File: config.mk
export PLATFORM = sky130hd
export DESIGN_NAME = myproject_mac_pipe
export DESIGN_NICKNAME = d
export VERILOG_FILES = /design/src/rtl/myproject_mac_pipe.sv
export SDC_FILE = /design/constraint.sdc
export NUM_CORES = 1
export LEC_CHECK = 0
export CAP_MARGIN = 15
export CORE_ASPECT_RATIO = 1.25
export CORE_MARGIN = 5
export CORE_UTILIZATION = 62
export DETAILED_ROUTE_END_ITERATION = 12
export GPL_ROUTABILITY_DRIVEN = 0
export PLACE_DENSITY = 0.82
export SLEW_MARGIN = 10
export SYNTH_ARGS = -nofsm -noshare
export SYNTH_HDL_FRONTEND = slang
export SYNTH_SLANG_ARGS = --single-unit
File: constraint.sdc
create_clock -name ap_clk -period 5.1 [get_ports ap_clk]
set_input_delay 1.02 -clock ap_clk [delete_from_list [all_inputs] [get_ports ap_clk]]
set_output_delay 1.02 -clock ap_clk [all_outputs]
set_load 0.1 [all_outputs]
File: src/rtl/myproject_mac_pipe.sv
// Pipelined signed multiply-accumulate: register operands, multiply, accumulate.
// Emits one scaled, saturated or wrapped result per vector.
module myproject_mac_pipe #(
    parameter int A_W   = 12,
    parameter int B_W   = 8,
    parameter int ACC_W = 24,
    parameter int OUT_W = 16,
    parameter int SHIFT = 0,
    parameter int SAT   = 1
) (
    input  logic                    ap_clk,
    input  logic                    ap_rst,
    input  logic                    ce,
    input  logic                    in_valid,
    input  logic                    in_last,
    input  logic signed [A_W-1:0]   din0,
    input  logic signed [B_W-1:0]   din1,
    output logic                    out_valid,
    output logic signed [OUT_W-1:0] dout,
    output logic                    sat_flag,
    output logic                    busy
);
    // No backpressure: a beat is taken on any ce=1 cycle with in_valid=1, and
    // out_valid is a pulse lasting one ce=1 cycle (held through ce=0) with no ready.
    localparam int PW = A_W + B_W;
    localparam logic signed [ACC_W-1:0] OUT_MAX =
        {{(ACC_W-OUT_W+1){1'b0}}, {(OUT_W-1){1'b1}}};
    localparam logic signed [ACC_W-1:0] OUT_MIN = ~OUT_MAX;

    logic                    s1_v, s1_last;
    logic signed [A_W-1:0]   s1_a;
    logic signed [B_W-1:0]   s1_b;
    logic                    s2_v, s2_last;
    logic signed [ACC_W-1:0] s2_prod;
    logic signed [ACC_W-1:0] acc;
    logic                    first;

    logic signed [PW-1:0]    prod_full;
    logic signed [ACC_W-1:0] sum;
    logic signed [ACC_W-1:0] shifted;
    logic [OUT_W-1:0]        fmt_d;
    logic                    fmt_sat;

    always_ff @(posedge ap_clk) begin
        if (ap_rst) begin
            s1_v    <= 1'b0;
            s1_last <= 1'b0;
            s1_a    <= '0;
            s1_b    <= '0;
        end else if (ce) begin
            s1_v    <= in_valid;
            s1_last <= in_valid & in_last;
            s1_a    <= din0;
            s1_b    <= din1;
        end
    end

    assign prod_full = s1_a * s1_b;

    always_ff @(posedge ap_clk) begin
        if (ap_rst) begin
            s2_v    <= 1'b0;
            s2_last <= 1'b0;
            s2_prod <= '0;
        end else if (ce) begin
            s2_v    <= s1_v;
            s2_last <= s1_last;
            s2_prod <= ACC_W'(prod_full);
        end
    end

    // The first beat of a vector replaces the accumulator instead of adding to it.
    always_comb begin
        sum     = first ? s2_prod : acc + s2_prod;
        shifted = sum >>> SHIFT;
        fmt_d   = shifted[OUT_W-1:0];
        fmt_sat = 1'b0;
        if (SAT != 0) begin
            if (shifted > OUT_MAX) begin
                fmt_d   = OUT_MAX[OUT_W-1:0];
                fmt_sat = 1'b1;
            end else if (shifted < OUT_MIN) begin
                fmt_d   = OUT_MIN[OUT_W-1:0];
                fmt_sat = 1'b1;
            end
        end
    end

    always_ff @(posedge ap_clk) begin
        if (ap_rst) begin
            acc       <= '0;
            first     <= 1'b1;
            out_valid <= 1'b0;
            dout      <= '0;
            sat_flag  <= 1'b0;
        end else if (ce) begin
            out_valid <= 1'b0;
            if (s2_v) begin
                if (s2_last) begin
                    acc       <= '0;
                    first     <= 1'b1;
                    out_valid <= 1'b1;
                    dout      <= fmt_d;
                    sat_flag  <= fmt_sat;
                end else begin
                    acc   <= sum;
                    first <= 1'b0;
                end
            end
        end
    end

    assign busy = ~first;

endmodule

==> run metrics, run 1 <==
vias in the first global route=6,647; crit path time final=4820 ps; IO Pins=44; All-Layer GR Usage=24.3%; DRT iter0 DRCs=336; Post-Route Setup TNS=0 ps; max-slew violations=0; die width=113 um; Vias/cell=5.63; fraction of layout cells with a size suffix above 1=6.47%; top cell type's share of synthesized area=21.1%; syn_nets=1,147; TritonCTS buffer count=9; Mapped Area=8250 sq um; Post-synth EDFFs=0; clock transition at the registers of the reported paths=70 ps; async set or reset register ratio after synthesis=0%; CP most frequent cell=fa_1; most common cell in the netlist=inv_1; pwr dens=201 nW/um^2; Critical Path Sink Type=flop; Placed Area=8770 sq um; status=finished clean; Max Cap Violations=0; critical path class=flop to flop; crit path launch type=flop; syn_area_per_cell=8.41 sq um; CTS root buf=clkbuf_16; VDD IR-drop max=0.150 mV; Pre-Repair DR Iteration Count=5; die area=15,700 sq um; Clock Latency Late Sink=360 ps; DRC=0; synth top area cells=dfxtp_1 21%, fa_1 19%, ha_1 9.1%; Final Net Count=1,165; Crit path max-delay family=adder cells; Core Rows=47; worst-margin pin slew=1090 ps; CTS tree=yes; largest area contributor in the netlist=dfxtp_1; Routed Antenna Nets=0; Avg WL per Cell=15.2 um; type of the most critical hold path=flop to flop; Synth Flop Type=dfxtp_1; Hold Fails Final Rpt=0; total power=1830 uW; top achievable clock speed=208 MHz; crit-path max cell delay=550 ps; Area Overhead vs Synth=10.3%; Detailed Place HPWL=13,800 um; Syn Inst Count=982; R2R setup slack=280 ps; height of the die=139 um; crit-path max FO=9; core box area=13,200 sq um; number of synthesized register bits=87; slew margin rel.=27.1%; Netlist cell types=64; Max Root-Sink Buffers=2; TritonCTS Sinks=87; YS warnings=0; CP cell instances=clkinvlp_4 > nor2_1 > fa_1 > fa_1 > fa_1 > inv_1 > fa_1 > inv_1 > ha_1 > o21a_1 > o21ai_0 > nand2b_1 > nand2_1 > o2bb2ai_1 > o31ai_4 > a21oi_1 > nor4b_1 > nor4_1; via count=6,620; post-route cell area=9100 sq um; register area share after synthesis=21.1%; H-tree levels=3; arrival time worst endpoint=5000 ps; P_leak=0.00401 uW; Antenna diodes=0; initial antenna violation count=0; # setup viols final=0; largest net degree at the start of global routing=57; FILL cells=1,067; fin util=69.1%; Total Wirelength=17,900 um; CP required=5280 ps; crit share post-route=94.5%; first-pass GRT wire length=31,500 um; cts hold-fix bufs=0; gr ovfl total=0; commonest cells in the netlist=127 x inv_1, 120 x nor2_1, 91 x nand2_1; Worst Skew=10.8 ps; Initial Util=62.7%; Seq. cell area=1750 sq um; Worst Path Buf+Inv=3; critical path's slowest cell=fa_1; Multi-input gate area=5860 sq um; IO buf count=43
-- worst reg2reg max path: stages (launching register included) --
cell	delay, ps
dfxtp_1	380
clkinvlp_4	200
nor2_1	190
fa_1	450
fa_1	530
fa_1	550
inv_1	50
fa_1	520
inv_1	40
ha_1	310
o21a_1	200
o21ai_0	190
nand2b_1	110
nand2_1	100
o2bb2ai_1	190
o31ai_4	120
a21oi_1	180
nor4b_1	250
nor4_1	80
-- registers in the layout, summed over array words and instances (netlist names) --
register   cells
first          1
s2_last        1
acc           24
s2_prod       20
out_valid      1
s2_v           1
s1_b           8
sat_flag       1
s1_a          12
s1_last        1
s1_v           1
dout          16
-- power by group --
group | switching (uW) | leakage [uW] | internal, uW | total [uW]
combinational | 240 | 0.00316 | 177 | 417
sequential | 40.3 | 0.000709 | 705 | 746
clock | 318 | 0.000140 | 345 | 664
-- cells in the final DEF (no fill, tap or decap), drive strengths merged, types with 6 or more instances in the layout --
| master | count |
|---|---|
| nand3 | 15 |
| a22oi | 22 |
| xnor2 | 19 |
| nor2b | 8 |
| o211ai | 10 |
| nor2 | 120 |
| nor3 | 10 |
| clkdlybuf4s50 | 41 |
| buf | 11 |
| and2 | 60 |
| nand2 | 92 |
| o21ai | 38 |
| dfxtp | 87 |
| a211oi | 9 |
| xor2 | 10 |
| o21a | 6 |
| ha | 60 |
| mux2i | 33 |
| inv | 130 |
| o2bb2ai | 16 |
| fa | 80 |
| a21oi | 50 |
| clkbuf | 9 |
-- logic make-up (layout without fill, tap and decap cells) --
family	count (synthesis)	after routing	synth area share, %
AO/OA/AOI/OAI	182	182	15.8
multiplexers	36	36	4.41
buffers and inverters	174	197	8.09
XOR/XNOR	29	29	3.17
AND/OR/NAND/NOR	334	334	18.9
adder cells (fa/ha/maj)	140	140	28.5
flip-flops	87	87	21.1
-- per-layer routing --
layer	vias up	track usage [%]	part of all wire (%)
li1	3264	-	-
met1	3166	30.8	42
met2	159	41.9	51
met3	31	3.75	4.6
met4	0	8.23	2.4
met5	-	0	0
-- metrics by stage --
stage          hold WS (ps)  instances  setup slack [ps]
6_report                465       1176               283
5_1_grt                 485       1176             -85.1
4_1_cts                 464       1176              43.7
3_5_place_dp            454       1160               111
3_3_place_gp            447       1160               238
2_1_floorplan           436        982               456
-- what timing repair did --
action	4_1_cts	5_1_grt
endpoints found under the hold margin	0	0
resized for setup	0	12
setup buffers	0	0
endpoints found under the setup margin	0	6
-- cell type report --
cell class	instances	share of cell area, %
clock buffers	9	2.47
clock inverters	7	0.811
inverters	129	5.36
multi-input cells	721	64.4
flip-flops and latches	87	19.2
well taps	171	2.35
repair buffers	52	5.36
-- worst paths after layout --
kind	startpoint	end	cells after the start
max	s1_b[7]	s2_prod[19]	18
min	acc[16]	acc[16]	2
max reg2reg	s1_b[7]	s2_prod[19]	18
min reg2reg	acc[16]	acc[16]	2
(Power assumes the default switching activity.)
==> run 2: changes to the inputs <==
GPL_TIMING_DRIVEN = 0   (was default)
PLACE_DENSITY = 0.78   (was 0.82)
==> run 2 against run 1 <==
Sequential power down 1%. Routed wire length increased by 8.0%. Core utilization is 1.2 points higher. Via count up 3.1%. Cell count up 3.0%. Maximum frequency is 0.63% lower. Register-to-register slack got worse by 30 ps. Sequential share of layout area decreased by 0.39 points. Largest power group is now clock. Highest routed layer unchanged.
==> run metrics, run 2 (same netlist as run 1, synthesis figures left out) <==
Critical Path Sink Type=flop (unchanged); P_leak=0.00409 uW (was 0.00401 uW); clock transition at the registers of the reported paths=70 ps (about the same); Detailed Place HPWL=15,500 um (was 13,800 um); Hold Fails Final Rpt=0 (unchanged); unrepaired setup endpoints after global routing=no; VDD IR-drop max=0.140 mV (was 0.150 mV); DRT iter0 DRCs=359 (was 336); Vias/cell=5.63 (about the same); height of the die=139 um (unchanged); crit path launch type=flop (unchanged); Largest register FFs=24 (unchanged); crit-path max FO=10 (was 9); CTS root buf=clkbuf_16 (unchanged); Pre-Repair DR Iteration Count=6 (was 5); # setup viols final=0 (unchanged); largest register by flop count=acc (unchanged); DRC=0 (unchanged); CTS tree=yes (unchanged); top achievable clock speed=206 MHz (was 208 MHz); Initial Util=62.7% (unchanged); total power=1940 uW (was 1830 uW); R2R depth=18 (unchanged); IO Pins=44 (unchanged); Antenna diodes=0 (unchanged); TritonCTS Sinks=87 (unchanged); first-pass GRT wire length=32,500 um (was 31,500 um); arrival time worst endpoint=5110 ps (was 5000 ps); critical path's slowest cell=fa_1 (unchanged); FILL cells=1,054 (was 1,067); Area Overhead vs Synth=12.2% (was 10.3%); worst slack, placed=-248 ps (was 111 ps); worst-margin pin slew=977 ps (was 1090 ps); Core Rows=47 (unchanged); Routed Antenna Nets=0 (unchanged); Total Wirelength=19,300 um (was 17,900 um); All-Layer GR Usage=25.4% (was 24.3%); core box area=13,200 sq um (unchanged); max-slew violations=0 (unchanged); Final Net Count=1,200 (was 1,165); critical path class=flop to flop (unchanged); Max Cap Violations=0 (unchanged); CP cell instances=clkbuf_2 > nand2_1 > fa_1 > fa_1 > inv_1 > fa_1 > inv_1 > fa_1 > inv_1 > ha_1 > inv_1 > o21ai_0 > a21oi_2 > o211a_1 > o31ai_2 > a21oi_1 > nor4b_1 > nor4_1 (was clkinvlp_4 > nor2_1 > fa_1 > fa_1 > fa_1 > inv_1 > fa_1 > inv_1 > ha_1 > o21a_1 > o21ai_0 > nand2b_1 > nand2_1 > o2bb2ai_1 > o31ai_4 > a21oi_1 > nor4b_1 > nor4_1); via count=6,822 (was 6,620); crit path time final=4850 ps (was 4820 ps); Min Hold Slack=460 ps (was 465 ps); TritonCTS buffer count=9 (unchanged); commonest non-fill, non-tap cell in the layout=inv_1 (unchanged); Avg WL per Cell=15.9 um (was 15.2 um); CP required=5360 ps (was 5280 ps); crit share post-route=95.1% (was 94.5%); IO buf count=42 (was 43); Post-Route Setup TNS=0 ps (unchanged); registers with the most flip-flops=acc x24, s2_prod x20, dout x16 (unchanged); Max Root-Sink Buffers=2 (unchanged); die width=113 um (unchanged); largest net degree at the start of global routing=17 (was 57); most frequent cells in the layout=127 x inv_1, 120 x nor2_1, 91 x nand2_1 (unchanged); vias in the first global route=6,879 (was 6,647); slew margin rel.=34.7% (was 27.1%); H-tree levels=3 (unchanged); status=finished clean (unchanged); fraction of layout cells with a size suffix above 1=6.25% (was 6.47%); die area=15,700 sq um (unchanged); Worst Skew=8.74 ps (was 10.8 ps); fin util=70.3% (was 69.1%); crit-path max cell delay=570 ps (was 550 ps); initial antenna violation count=0 (unchanged); Setup WS post-layout=252 ps (was 283 ps); hold path cells=2 (unchanged); pwr dens=209 nW/um^2 (was 201 nW/um^2); type of the most critical hold path=flop to flop (unchanged); Clock Latency Late Sink=350 ps (was 360 ps); gr ovfl total=0 (unchanged)
run 2: area by class of cell:
cell class / instances / area [sq um] / area share [%]
Buffer: 44 / 191 / 2.07
Clock buffer: 10 / 239 / 2.58
Clock inverter: 6 / 100 / 1.08
Inverter: 129 / 485 / 5.24
Multi-Input combinational cell: 721 / 5860 / 63.3
Sequential cell: 87 / 1740 / 18.8
Tap cell: 171 / 214 / 2.31
Timing Repair Buffer: 43 / 428 / 4.62
run 2: power breakdown:
part	internal, uW	switching, uW	leakage [uW]
registers	705	33.1	0.000708
logic	180	258	0.00322
clock network	453	309	0.000167
total	1340	600	0.00409
run 2: worst paths after layout:
path,from,to,slack (ps)
setup / recovery,s1_b[6],s2_prod[19],250
setup reg to reg,s1_b[6],s2_prod[19],250
hold / removal,acc[16],acc[16],460
hold reg to reg,acc[16],acc[16],460
run 2: timing repair:
item,CTS,global route
setup endpoints to repair,5,6
pin swaps,0,1
gates resized for setup,8,13
gates cloned,0,0
buffers inserted,0,1
hold buffers,0,0
run 2: stage by stage:
stage	instance area, sq um	instances
after global routing	9270	1211
after global placement	8890	1195
after CTS	9240	1211
final	9270	1211
after detailed placement	8890	1195
after floorplan	8250	982
run 2: worst max-delay path: cells and delay by family, from the launching register on:
| kind | cells | cell delay, ps |
|---|---|---|
| compound gates | 5 | 1040 |
| simple gates | 3 | 420 |
| flops | 1 | 390 |
| buf+inv | 5 | 480 |
| fa+ha+maj | 5 | 2430 |
run 2: metal layers:
layer,vias up,GRT usage [%],share of wire [%]
met5,-,0,0
met3,56,3.27,4.5
met2,192,45.5,50
met1,3226,30.2,41
met4,0,10.9,3.9
li1,3348,-,-
